**src/rtl/sseg_pkg.sv**
```systemverilog
// Shared types, glyph constants and the nibble-to-segment decoder for the
// multiplexed seven-segment display controller.
package sseg_pkg;

    // Display number base selected at LOAD time
    typedef enum logic {
        MODE_HEX = 1'b0,
        MODE_DEC = 1'b1
    } mode_t;

    // Active-low segment patterns, bit order {g,f,e,d,c,b,a}
    localparam logic [6:0] SEG_BLANK = 7'h7F;
    localparam logic [6:0] SEG_DASH  = 7'h3F;

    localparam logic [6:0] SEG_0 = 7'h40;
    localparam logic [6:0] SEG_1 = 7'h79;
    localparam logic [6:0] SEG_2 = 7'h24;
    localparam logic [6:0] SEG_3 = 7'h30;
    localparam logic [6:0] SEG_4 = 7'h19;
    localparam logic [6:0] SEG_5 = 7'h12;
    localparam logic [6:0] SEG_6 = 7'h02;
    localparam logic [6:0] SEG_7 = 7'h78;
    localparam logic [6:0] SEG_8 = 7'h00;
    localparam logic [6:0] SEG_9 = 7'h10;
    localparam logic [6:0] SEG_A = 7'h08;
    localparam logic [6:0] SEG_B = 7'h03;
    localparam logic [6:0] SEG_C = 7'h46;
    localparam logic [6:0] SEG_D = 7'h21;
    localparam logic [6:0] SEG_E = 7'h06;
    localparam logic [6:0] SEG_F = 7'h0E;

    // Hex glyph lookup: 0-9, A, b, C, d, E, F
    function automatic logic [6:0] seg_decode(input logic [3:0] nibble);
        logic [6:0] seg;
        case (nibble)
            4'h0:    seg = SEG_0;
            4'h1:    seg = SEG_1;
            4'h2:    seg = SEG_2;
            4'h3:    seg = SEG_3;
            4'h4:    seg = SEG_4;
            4'h5:    seg = SEG_5;
            4'h6:    seg = SEG_6;
            4'h7:    seg = SEG_7;
            4'h8:    seg = SEG_8;
            4'h9:    seg = SEG_9;
            4'hA:    seg = SEG_A;
            4'hB:    seg = SEG_B;
            4'hC:    seg = SEG_C;
            4'hD:    seg = SEG_D;
            4'hE:    seg = SEG_E;
            4'hF:    seg = SEG_F;
            default: seg = SEG_DASH;
        endcase
        return seg;
    endfunction

endpackage

```
**src/rtl/bin2bcd_seq.sv**
```systemverilog
// Sequential double-dabble converter: one add-3/shift step per clock for
// DATA_W clocks. done_o marks the final step; bcd_o/ovf_o carry that step's
// result combinationally so the caller can commit on the same edge busy falls.
module bin2bcd_seq
    import sseg_pkg::*;
#(
    parameter int DATA_W     = 16,
    parameter int NUM_DIGITS = 4
) (
    input  logic                    clk_i,
    input  logic                    rst_ni,
    input  logic                    start_i,
    input  logic [DATA_W-1:0]       bin_i,
    output logic                    busy_o,
    output logic                    done_o,
    output logic [4*NUM_DIGITS-1:0] bcd_o,
    output logic                    ovf_o
);

    localparam int BCD_W = 4 * NUM_DIGITS;
    localparam int CNT_W = $clog2(DATA_W + 1);

    logic              busy_q, busy_d;
    logic [DATA_W-1:0] bin_q, bin_d;
    logic [BCD_W-1:0]  bcd_q, bcd_d;
    logic              ovf_q, ovf_d;
    logic [CNT_W-1:0]  cnt_q, cnt_d;

    logic [BCD_W-1:0]  adj_s;
    logic [BCD_W-1:0]  bcd_step_s;
    logic              ovf_step_s;
    logic              last_s;

    // One double-dabble step: add 3 to every digit >= 5, then shift left by one
    always_comb begin
        adj_s = '0;
        for (int i = 0; i < NUM_DIGITS; i++) begin
            if (bcd_q[4*i +: 4] >= 4'd5) begin
                adj_s[4*i +: 4] = bcd_q[4*i +: 4] + 4'd3;
            end else begin
                adj_s[4*i +: 4] = bcd_q[4*i +: 4];
            end
        end
        bcd_step_s = {adj_s[BCD_W-2:0], bin_q[DATA_W-1]};
        // A 1 leaving the top digit means the value needs more digits than exist
        ovf_step_s = ovf_q | adj_s[BCD_W-1];
        last_s     = busy_q && (cnt_q == CNT_W'(DATA_W - 1));
    end

    // Next-state: start loads operand, busy advances one step per cycle
    always_comb begin
        busy_d = busy_q;
        bin_d  = bin_q;
        bcd_d  = bcd_q;
        ovf_d  = ovf_q;
        cnt_d  = cnt_q;
        if (busy_q) begin
            bin_d = {bin_q[DATA_W-2:0], 1'b0};
            bcd_d = bcd_step_s;
            ovf_d = ovf_step_s;
            cnt_d = cnt_q + CNT_W'(1);
            if (last_s) begin
                busy_d = 1'b0;
            end else begin
                busy_d = 1'b1;
            end
        end else if (start_i) begin
            busy_d = 1'b1;
            bin_d  = bin_i;
            bcd_d  = '0;
            ovf_d  = 1'b0;
            cnt_d  = '0;
        end else begin
            busy_d = 1'b0;
        end
    end

    // Conversion state registers
    always_ff @(posedge clk_i or negedge rst_ni) begin
        if (!rst_ni) begin
            busy_q <= 1'b0;
            bin_q  <= '0;
            bcd_q  <= '0;
            ovf_q  <= 1'b0;
            cnt_q  <= '0;
        end else begin
            busy_q <= busy_d;
            bin_q  <= bin_d;
            bcd_q  <= bcd_d;
            ovf_q  <= ovf_d;
            cnt_q  <= cnt_d;
        end
    end

    assign busy_o = busy_q;
    assign done_o = last_s;
    assign bcd_o  = bcd_step_s;
    assign ovf_o  = ovf_step_s;

endmodule

```
**src/rtl/sseg_display_ctrl.sv**
```systemverilog
// Multiplexed seven-segment controller: latches a value, shows it in hex or
// decimal with leading-zero blanking, per-digit DP and "----" overflow, and
// scans the digits with registered active-low segment/enable outputs.
module sseg_display_ctrl
    import sseg_pkg::*;
#(
    parameter int DATA_W      = 16,
    parameter int NUM_DIGITS  = 4,
    parameter int REFRESH_DIV = 100000
) (
    input  logic                  clk_i,
    input  logic                  rst_ni,
    input  logic [DATA_W-1:0]     value_i,
    input  logic                  load_i,
    input  logic                  mode_i,
    input  logic                  blank_lz_i,
    input  logic [NUM_DIGITS-1:0] dp_mask_i,
    output logic                  busy_o,
    output logic [7:0]            sseg_o,
    output logic [NUM_DIGITS-1:0] disp_en_o
);

    localparam int BCD_W = 4 * NUM_DIGITS;
    localparam int CNT_W = (REFRESH_DIV > 1) ? $clog2(REFRESH_DIV) : 1;
    localparam int IDX_W = (NUM_DIGITS > 1) ? $clog2(NUM_DIGITS) : 1;

    // Committed display state
    logic [BCD_W-1:0]      shown_q, shown_d;
    logic                  ovf_q, ovf_d;
    logic                  blank_q, blank_d;
    logic [NUM_DIGITS-1:0] dp_q, dp_d;
    // Options captured with a decimal LOAD, applied when its result commits
    logic                  pend_blank_q, pend_blank_d;
    logic [NUM_DIGITS-1:0] pend_dp_q, pend_dp_d;
    // Scan state and output registers
    logic [CNT_W-1:0]      cnt_q, cnt_d;
    logic [IDX_W-1:0]      idx_q, idx_d;
    logic [7:0]            sseg_q, sseg_d;
    logic [NUM_DIGITS-1:0] disp_en_q, disp_en_d;

    logic                     busy_s;
    logic                     done_s;
    logic [BCD_W-1:0]         bcd_s;
    logic                     bcd_ovf_s;
    logic                     accept_s;
    logic                     start_s;
    mode_t                    mode_s;
    logic [DATA_W+BCD_W-1:0]  value_ext_s;
    logic                     hex_ovf_s;
    logic [NUM_DIGITS-1:0]    blank_s;
    logic                     zero_above_s;
    logic [6:0]               glyph_s;

    assign mode_s      = mode_t'(mode_i);
    assign accept_s    = load_i && !busy_s;
    assign start_s     = accept_s && (mode_s == MODE_DEC);
    assign value_ext_s = {{BCD_W{1'b0}}, value_i};
    assign hex_ovf_s   = |(value_ext_s >> BCD_W);

    bin2bcd_seq #(
        .DATA_W     (DATA_W),
        .NUM_DIGITS (NUM_DIGITS)
    ) u_bin2bcd (
        .clk_i   (clk_i),
        .rst_ni  (rst_ni),
        .start_i (start_s),
        .bin_i   (value_i),
        .busy_o  (busy_s),
        .done_o  (done_s),
        .bcd_o   (bcd_s),
        .ovf_o   (bcd_ovf_s)
    );

    // Capture: hex loads update the display at once, decimal loads on commit
    always_comb begin
        shown_d      = shown_q;
        ovf_d        = ovf_q;
        blank_d      = blank_q;
        dp_d         = dp_q;
        pend_blank_d = pend_blank_q;
        pend_dp_d    = pend_dp_q;
        if (done_s) begin
            shown_d = bcd_s;
            ovf_d   = bcd_ovf_s;
            blank_d = pend_blank_q;
            dp_d    = pend_dp_q;
        end else if (accept_s) begin
            if (mode_s == MODE_DEC) begin
                pend_blank_d = blank_lz_i;
                pend_dp_d    = dp_mask_i;
            end else begin
                shown_d = value_ext_s[BCD_W-1:0];
                ovf_d   = hex_ovf_s;
                blank_d = blank_lz_i;
                dp_d    = dp_mask_i;
            end
        end else begin
            shown_d = shown_q;
        end
    end

    // Refresh counter and scan index; index advances at terminal count
    always_comb begin
        cnt_d = cnt_q + CNT_W'(1);
        idx_d = idx_q;
        if (cnt_q == CNT_W'(REFRESH_DIV - 1)) begin
            cnt_d = '0;
            if (idx_q == IDX_W'(NUM_DIGITS - 1)) begin
                idx_d = '0;
            end else begin
                idx_d = idx_q + IDX_W'(1);
            end
        end else begin
            idx_d = idx_q;
        end
    end

    // Leading-zero blanking: digits above the highest nonzero one, never digit 0
    always_comb begin
        zero_above_s = 1'b1;
        blank_s      = '0;
        for (int i = NUM_DIGITS - 1; i >= 0; i--) begin
            zero_above_s = zero_above_s && (shown_q[4*i +: 4] == 4'h0);
            if ((i != 0) && zero_above_s && blank_q && !ovf_q) begin
                blank_s[i] = 1'b1;
            end else begin
                blank_s[i] = 1'b0;
            end
        end
    end

    // Segment pattern and one-hot-low enable for the currently scanned digit
    always_comb begin
        if (ovf_q) begin
            glyph_s = SEG_DASH;
        end else if (blank_s[idx_q]) begin
            glyph_s = SEG_BLANK;
        end else begin
            glyph_s = seg_decode(shown_q[4*idx_q +: 4]);
        end
        sseg_d    = {~dp_q[idx_q], glyph_s};
        disp_en_d = ~(NUM_DIGITS'(1) << idx_q);
    end

    // State and output registers
    always_ff @(posedge clk_i or negedge rst_ni) begin
        if (!rst_ni) begin
            shown_q      <= '0;
            ovf_q        <= 1'b0;
            blank_q      <= 1'b0;
            dp_q         <= '0;
            pend_blank_q <= 1'b0;
            pend_dp_q    <= '0;
            cnt_q        <= '0;
            idx_q        <= '0;
            sseg_q       <= 8'hFF;
            disp_en_q    <= '1;
        end else begin
            shown_q      <= shown_d;
            ovf_q        <= ovf_d;
            blank_q      <= blank_d;
            dp_q         <= dp_d;
            pend_blank_q <= pend_blank_d;
            pend_dp_q    <= pend_dp_d;
            cnt_q        <= cnt_d;
            idx_q        <= idx_d;
            sseg_q       <= sseg_d;
            disp_en_q    <= disp_en_d;
        end
    end

    assign busy_o    = busy_s;
    assign sseg_o    = sseg_q;
    assign disp_en_o = disp_en_q;

endmodule

```
**config.mk**
```make
export PLATFORM = sky130hd
export DESIGN_NAME = sseg_display_ctrl
export DESIGN_NICKNAME = d
export VERILOG_FILES = /design/src/rtl/sseg_pkg.sv /design/src/rtl/bin2bcd_seq.sv /design/src/rtl/sseg_display_ctrl.sv
export SDC_FILE = /design/constraint.sdc
export NUM_CORES = 1
export LEC_CHECK = 0
export BUFFER_PORTS_ARGS = -buffer_cell sky130_fd_sc_hd__buf_4
export CORE_UTILIZATION = 60
export DETAILED_ROUTE_END_ITERATION = 16
export HOLD_SLACK_MARGIN = 0.06
export PLACE_DENSITY = 0.8
export SLEW_MARGIN = 20
export SYNTH_ARGS = -nofsm -noshare
export SYNTH_HDL_FRONTEND = slang
export SYNTH_SLANG_ARGS = --single-unit
export TNS_END_PERCENT = 50
```
**constraint.sdc**
```tcl
create_clock -name clk_i -period 2.4 [get_ports clk_i]
set_clock_uncertainty 0.1 [all_clocks]
set_input_delay 0.24 -clock clk_i [delete_from_list [all_inputs] [get_ports clk_i]]
set_output_delay 0.24 -clock clk_i [all_outputs]
set_load 0.01 [all_outputs]
```
# After elaboration in Yosys (flattened, before gate mapping)
# Memory sizes are Yosys's and may differ from the RTL's.
# Cells that the tools add are included.
[totals]
regBits = 97
latchBits = 0
ram_bits = 0
rom_bits = 112
in_bits = 25
out_inout_bits = 13
elab_cells = 96
mem_count = 1
[mem_list]
columns = ["name", "words", "width", "read_ports", "rd_clocked_by_memory_dff", "wr", "line", "source"]
rows = [
  ["(no name shown)", 16, 7, 1, 0, 0, "sseg_pkg.sv:35", "case (nibble)"],
]
[op_classes]
add_sub_neg = 7
n_mul = 0
div_mod_pow = 0
magnitude_cmp = 5
n_eq_ne = 4
shift = 2
mux = 38
bitwise_logic = 4
reduce_logical = 20
[op_table]
columns = ["op", "n"]
rows = [
  ["$mux 16", 7],
  ["$mux 4", 7],
  ["$add 17x1->17 const B", 1],
  ["$eq 17x17->1 const B", 1],
  ["$mux 17", 1],
  ["$add 4x2->4 const B", 4],
  ["$ge 4x3->1 const B", 4],
  ["$mux 1", 16],
  ["$shiftx 16x5->4", 1],
  ["$mux 7", 2],
  ["$logic_not 4->1", 3],
  ["$logic_and 1x1->1", 11],
  ["$mux 5", 2],
  ["$add 5x1->5 const B", 1],
  ["$eq 5x4->1 const B", 1],
  ["$bmux 1 s2", 2],
  ["$not 4->4", 1],
  ["$reduce_bool 2->1", 2],
  ["$shl 1x2->4 const A", 1],
  ["$lt 2x3->1 const B", 1],
  ["$reduce_and 3->1", 1],
  ["$add 2x1->2 const B", 1],
  ["$eq 2x2->1 const B", 1],
  ["$logic_not 1->1", 2],
  ["5 further kinds", 6],
]

# Logic depth before layout (Yosys ltp)
# Gate-level depths: netlist of run 1.
[depth]
ltp_word = 10
depth_mapped = 7
depth_no_buf = 6

# Hierarchy
# A second synthesis of run 1 with hierarchy kept.
[hier_totals]
cells_unflattened = 520
hier_area_um2 = 5283.8
[modules_own_cells]
columns = ["module", "instances", "cells_per_inst", "area_per_inst_um2", "seq_area_each_um2"]
rows = [
  ["sseg_display_ctrl", 1, 266, 2947.8, 1466.4],
  ["bin2bcd_seq", 1, 254, 2336.0, 975.9],
]

# Worst setup path before layout of run 1
# No wires, ideal clock.
[synth_path]
path_type = "register to register"
startpoint = "register idx_q[0]"
endpoint = "register sseg_q[0] (netlist: sseg_o[0])"
setup_time_ns = 0.111
arrival_time_ns = 1.887
required_ns = 2.189
slack_ns = 0.302
path_stages_with_launch = 7
path_buffers = 1
period_less_slack_ns = 2.098
path_cell_list = "dfrtp_1 buf_6 mux4_2 inv_1 ha_1 and3b_1 o311ai_0"
[synth_via]
elab_chain_cells = 4
word_cells_on_any_way = 6
classes_between = "shift (1); mux (4); memory (1)"
[synth_rtl]
columns = ["item", "line", "source"]
rows = [
  ["start: declaration", "sseg_display_ctrl.sv:37", "logic [IDX_W-1:0] idx_q, idx_d;"],
  ["start signal: assignment", "sseg_display_ctrl.sv:166", "idx_q <= idx_d;"],
  ["$shiftx 16x5->4 / $bmux 1 s2 (equally long branches)", "sseg_display_ctrl.sv:139, sseg_display_ctrl.sv:136", ""],
  ["$mem_v2 16x7 / $mux 1 (equally long branches)", "-", ""],
  ["$mux 7 (*)", "sseg_display_ctrl.sv:136", "end else if (blank_s[idx_q]) begin"],
  ["$mux 7 (*)", "sseg_display_ctrl.sv:134", "if (ovf_q) begin"],
  ["via glyph_s[0]", "sseg_display_ctrl.sv:52", "logic [6:0] glyph_s;"],
  ["end signal: assignment", "sseg_display_ctrl.sv:167", "sseg_q <= sseg_d;"],
  ["end: declaration", "sseg_display_ctrl.sv:38", "logic [7:0] sseg_q, sseg_d;"],
]
# Mark *: on every way through the listed nets, which the timed path passes. The rest lies on a longest branch. The select of a mux whose other input is x is not followed.
# A chain may end at the register's enable or synchronous reset.

# Worst setup path after layout of run 1
# Ends and elaborated chain as after synthesis.

==> results of run 1 <==
[routing by layer]
layer / wire [um] / vias up / global-route usage
li1: - / 1821 / -
met1: 4850 / 1811 / 0.366
met2: 5090 / 77 / 0.421
met3: 378 / 14 / 0.0366
met4: 154 / 0 / 0.0782
met5: 0 / - / 0
[state kept, by name, summed over array words and instances, names as in the netlist, 2 cells and up]
signal,flops
u_bin2bcd.bin_q,16
cnt_q,17
disp_en_o,4
u_bin2bcd.bcd_q,16
pend_dp_q,4
shown_q,16
sseg_o,8
u_bin2bcd.cnt_q,5
idx_q,2
dp_q,4
[power groups by stage]
stage                     registers (mW)  clock network [mW]  logic, mW
final                               2.80                1.19       2.68
after global routing                2.86                1.27       3.02
after CTS                           2.78                1.22       2.67
after detailed placement            2.81                   0       2.63
after global placement              2.78                   0       2.52
after floorplan                     2.69                   0       1.97
[placed cells by master (no fill, tap or decap), drive strengths merged, types with 2 or more instances in the layout]
cell and instances:
nand2 30, nand3 29, a31oi 2, or4 2, a21oi 27, o211ai 2
nand3b 3, o311ai 5, inv 30, o22ai 16, xor2 8, mux4 6
o21ai 44, mux2i 12, nor4 3, nor2 53, mux2 23, clkbuf 10
nor3 3, and3 2, clkinv 4, nand4 5, nand2b 4, dfrtp 85
buf 48, ha 21, dlygate4sd3 13, dfstp 12, or3 3, bufinv 2
or4b 2, or3b 2, nor3b 9, xnor2 13
[final cells by class]
class,count,area (um^2),share of cell area
sequential,97,2440,0.426
clock inverter,6,87.6,0.0153
timing repair buffer,61,503,0.0878
clock buffer,10,138,0.0240
tap,102,128,0.0223
inverter,30,113,0.0197
multi-input combinational,339,2320,0.405
[metrics by stage]
step	setup slack, ns	cell area [um^2]	std cells	hold slack (ns)	utilization
after floorplan	0.302	4980	489	-0.156	-
after global placement	0.379	5370	616	0.128	0.681
after detailed placement	0.274	5370	616	0.129	0.681
after CTS	0.248	5730	645	0.0691	0.726
after global routing	0.123	5730	645	0.0626	0.726
final	0.244	5730	645	0.0700	0.726
[worst paths after layout]
kind	end	slack, ns	depth (start not counted)
worst max-delay path	sseg_o[0]	0.24	5
worst min-delay path	u_bin2bcd.bin_q[14]	0.07	3
worst max register to register	sseg_o[0]	0.24	5
worst min register to register	sseg_o[6]	0.38	1
max in group asynchronous	ovf_q	1.25	3
min in group asynchronous	u_bin2bcd.bcd_q[5]	0.27	2
[timing repair]
action,in CTS,in global routing
hold buffers,13,0
setup buffers,0,0
hold endpoints to repair,37,0
[cells by family after synthesis]
| group | after synthesis |
|---|---|
| DFF | 97 |
| and+or+nand+nor | 155 |
| AOI/OAI and AO/OA | 101 |
| xor gates and xnor gates | 21 |
| muxes | 41 |
| adders and majority gates | 21 |
| buffers and inverters | 53 |
[worst max-delay path, stage by stage, from the launching register on]
cell	delay, ns
dfrtp_1	0.45
mux4_2	0.59
inv_1	0.17
ha_1	0.21
and3b_1	0.17
o311ai_0	0.36
[synthesized netlist by cell type, types with 3 or more instances]
master | number | area share
dfrtp_1 | 85 | 0.43
nor2_1 | 53 | 0.040
o21ai_0 | 44 | 0.044
nand2_1 | 30 | 0.023
nand3_1 | 29 | 0.029
inv_1 | 28 | 0.021
a21oi_1 | 27 | 0.027
mux2_2 | 22 | 0.050
ha_1 | 21 | 0.053
o22ai_1 | 16 | 0.020
xnor2_1 | 13 | 0.023
dfstp_2 | 12 | 0.063
mux2i_1 | 12 | 0.024
clkbuf_1 | 10 | 0.0075
nor3b_1 | 9 | 0.014
xor2_1 | 8 | 0.014
buf_2 | 5 | 0.0050
nand4_1 | 5 | 0.0063
o311ai_0 | 5 | 0.0088
buf_1 | 4 | 0.0030
mux4_2 | 4 | 0.018
nand2b_1 | 4 | 0.0050
nand3b_1 | 3 | 0.0045
nor3_1 | 3 | 0.0030
or3_1 | 3 | 0.0038
==> flow_metrics.env, run 1 <==
export IMPL_status="complete, no violations"
export IMPL_globalRouteTotalUtil=0.260
export IMPL_fin_crit_ns=2.16
export IMPL_critPathCaptureType="flip-flop"
export IMPL_htreeDepth=3
export IMPL_power_frac_clock=0.179
export IMPL_drtPass1Iterations=4
export IMPL_root_buffer="clkbuf_8"
export IMPL_synth_cell_type_count=48
export IMPL_p_int_mw=4.18
export IMPL_synth_fa_ha_area_frac=0.0527
export IMPL_cp_arrival_ns=2.30
export IMPL_synth_ff_type="dfrtp_1"
export IMPL_cts_buffers=9
export IMPL_dr_first_iter_drc_count=255
export IMPL_hold_path_class="in2reg"
export IMPL_net_switching_power_mw=2.49
export IMPL_synth_xor_area_frac=0.0369
export IMPL_die_w_um=93.1
export IMPL_synth_compound_gate_area_share=0.114
export IMPL_portBuffers=37
export IMPL_slew_headroom=0.600
export IMPL_syn_num_nets=535
export IMPL_crit_required_ns=2.54
export IMPL_synth_top_family_by_area="simple AND/OR/NAND/NOR gates"
export IMPL_synthSimpleGateAreaFrac=0.155
export IMPL_clkTransAtPathRegs_ns=0.09
export IMPL_cts_resized=0
export IMPL_hold_viol=0
export IMPL_wl_per_cell_um=16.2
export IMPL_dpl_hpwl_um=7370
export IMPL_grt_overflow=0
export IMPL_core_um2=7890
export IMPL_setup_viol=0
export IMPL_max_freq_ghz=0.464
export IMPL_post_route_drc_count=0
export IMPL_ys_seq_area_frac=0.490
export IMPL_dieArea_um2=8670
export IMPL_final_max_slew_viol_count=0
export IMPL_gp_congestion=0.838
export IMPL_cts_tree="built"
export IMPL_pwr_share_seq=0.419
export IMPL_worstReg2RegStart="idx_q[0]"
export IMPL_fill_cells=536
export IMPL_final_nets=584
export IMPL_grt_pass1_wl_um=17600
export IMPL_grt_max_degree=61
export IMPL_chipHeight_um=93.1
export IMPL_rows=32
export IMPL_clockBufferDepth=2
export IMPL_max_cap_violations=0
export IMPL_yosysWarningCount=0
export IMPL_area_delta_synth_final_pct=15.0
export IMPL_io_pins=38
export IMPL_p_per_area_nw_per_um2=1170
export IMPL_insertion_delay_ns=0.36
export IMPL_tightest_slew_ns=0.597
export IMPL_post_synth_inst_count=489
export IMPL_leakagePower_nw=2.55
export IMPL_critPathMaxFanout=5
export IMPL_drive_gt1_frac=0.201
export IMPL_synthArstFlopShare=1.00
export IMPL_totalWireLength_um=10500
export IMPL_numClockSinks=97
export IMPL_ir_worst_vdd_mv=0.815
export IMPL_finalCritPeriodShare=0.898
export IMPL_swShare=0.373
export IMPL_num_antenna_cells=0
export IMPL_antenna_found_initial=0
export IMPL_first_global_vias=3673
export IMPL_ant_nets=0
export IMPL_tns_ns=0
export IMPL_hp_start="value_i[14]"
export IMPL_rsz0062_at_grt="false"
export IMPL_via_count=3723
export IMPL_p_comb_frac=0.402
export IMPL_startpoint_type="flip-flop"
export IMPL_synth_mux_area_fraction=0.105
export IMPL_syn_area_um2=4980
export IMPL_avgSynthCellArea_um2=10.2
export IMPL_synth_edf_count=0
export IMPL_start_util=0.632
export IMPL_worstSetupPathType="reg2reg"
export IMPL_crit_path_start="idx_q[0]"
export IMPL_ys_ff_latch=97
export IMPL_viasPerCell=5.77
export IMPL_power_mw=6.67
Power figures use the tool's default switching activity.
==> run 2, diff against run 1 <==
Settings changed: BUFFER_PORTS_ARGS -buffer_cell sky130_fd_sc_hd__buf_4 to default, DONT_BUFFER_PORTS from default to 1, PLACE_DENSITY 0.8 to 0.76.
==> flow_metrics.env, run 2 (synthesis gave the netlist of run 1 again) <==
export IMPL_status="complete, but fails checks"
export IMPL_violations="hold timing"
export IMPL_clkTransAtPathRegs_ns=0.10
export IMPL_tightest_slew_ns=0.592
export IMPL_dpl_hpwl_um=6910
export IMPL_first_global_vias=3592
export IMPL_max_freq_ghz=0.461
export IMPL_power_frac_clock=0.180
export IMPL_hold_viol=97
export IMPL_placed_cells=578
export IMPL_dpl_worst_slack_ns=0.248
export IMPL_critPathCaptureType="flip-flop"
export IMPL_ir_worst_vdd_mv=0.824
export IMPL_globalRouteTotalUtil=0.266
export IMPL_p_comb_frac=0.384
export IMPL_area_delta_synth_final_pct=10.6
export IMPL_regMostFlops="cnt_q"
export IMPL_tns_ns=0
export IMPL_core_um2=7890
export IMPL_r2r_setup_slack_ns=0.23
export IMPL_grt_max_degree=98
export IMPL_root_buffer="clkbuf_8"
export IMPL_fill_cells=555
export IMPL_ant_nets=0
export IMPL_final_cell_area_um2=5510
export IMPL_cp_arrival_ns=2.34
export IMPL_seq_area_um2=2440
export IMPL_largest_reg_flops=17
export IMPL_swShare=0.373
export IMPL_slew_headroom=0.604
export IMPL_numClockSinks=97
export IMPL_totalWireLength_um=10300
export IMPL_drive_gt1_frac=0.138
export IMPL_cts_tree="built"
export IMPL_pwr_share_seq=0.437
export IMPL_chipHeight_um=93.1
export IMPL_cts_resized=0
export IMPL_net_switching_power_mw=2.42
export IMPL_io_pins=38
export IMPL_place_area_um2=5070
export IMPL_whs_ns=-0.555
export IMPL_layout_common_cells="dfrtp_1 (85), nor2_1 (53), o21ai_0 (44)"
export IMPL_p_int_mw=4.06
export IMPL_rows=32
export IMPL_multi_input_comb_area_um2=2320
export IMPL_grt_overflow=0
export IMPL_dieArea_um2=8670
export IMPL_startpoint_type="flip-flop"
export IMPL_rsz0062_at_grt="false"
export IMPL_critPathMaxFanout=5
export IMPL_via_count=3698
export IMPL_max_cap_violations=0
export IMPL_setup_viol=0
export IMPL_die_w_um=93.1
export IMPL_cts_buffers=9
export IMPL_worstSetupPathType="reg2reg"
export IMPL_hold_path_class="in2async"
export IMPL_final_nets=554
export IMPL_gp_congestion=0.883
export IMPL_instances_no_fill=615
export IMPL_htreeDepth=3
export IMPL_antenna_found_initial=0
export IMPL_wl_per_cell_um=16.8
export IMPL_num_antenna_cells=0
export IMPL_dr_first_iter_drc_count=190
export IMPL_drtPass1Iterations=4
export IMPL_p_per_area_nw_per_um2=1180
export IMPL_finalCritPeriodShare=0.904
export IMPL_grt_pass1_wl_um=17700
export IMPL_crit_required_ns=2.57
export IMPL_fin_crit_ns=2.17
export IMPL_start_util=0.632
export IMPL_postCtsSetupRepairBufs=0
export IMPL_final_max_slew_viol_count=0
export IMPL_portBuffers=0
export IMPL_clockBufferDepth=2
export IMPL_cts_hold_buf=21
export IMPL_final_common_cell="dfrtp_1"
export IMPL_viasPerCell=6.01
export IMPL_post_route_drc_count=0
export IMPL_leakagePower_nw=2.39
export IMPL_insertion_delay_ns=0.37
export IMPL_fin_ws_ns=0.230
==> run 2: final cells by class <==
class,instances,share of cell area
Clock inverter,3,0.00840
Sequential cell,97,0.443
Inverter,30,0.0204
Multi-Input combinational cell,339,0.421
Timing Repair Buffer,31,0.0518
Clock buffer,13,0.0325
Tap cell,102,0.0232
==> run 2: routing by layer <==
layer,GRT usage,routed length (um),vias to the layer above,share of wire
li1,-,-,1759,-
met1,0.356,4690,1810,0.45
met2,0.430,4930,105,0.48
met3,0.0553,445,24,0.043
met4,0.0987,254,0,0.025
met5,0,0,-,0
==> run 2: path summary, 6_finish.rpt <==
path,startpoint,end,depth (start not counted)
setup / recovery,idx_q[0],sseg_o[0],5
hold / removal,rst_ni,u_bin2bcd.bin_q[5],0
setup reg to reg,idx_q[0],sseg_o[0],5
hold reg to reg,cnt_q[0],cnt_q[0],1
max in group asynchronous,rst_ni,sseg_o[7],0
min in group clk_i,mode_i,ovf_q,3
==> run 2: worst max-delay path, stage by stage (launching register included) <==
cell,delay (ns)
dfrtp_1,0.50
mux4_2,0.61
inv_1,0.17
ha_1,0.18
and3b_1,0.17
o311ai_0,0.34
==> run 2: power by group through the flow <==
stage	Combinational, mW	Sequential, mW	Clock, mW
finish	2.49	2.83	1.16
global route	2.80	2.92	1.25
CTS	2.45	2.81	1.19
detailed placement	2.40	2.84	0
global placement	2.28	2.81	0
floorplan	1.97	2.69	0
==> run 2: metrics by stage <==
stage	power [mW]	util	hold WS, ns
4_1_cts	6.45	0.699	-0.558
3_5_place_dp	5.24	0.643	-0.153
3_3_place_gp	5.09	0.643	-0.153
5_1_grt	6.97	0.699	-0.573
2_1_floorplan	4.66	-	-0.156
6_report	6.48	0.699	-0.555
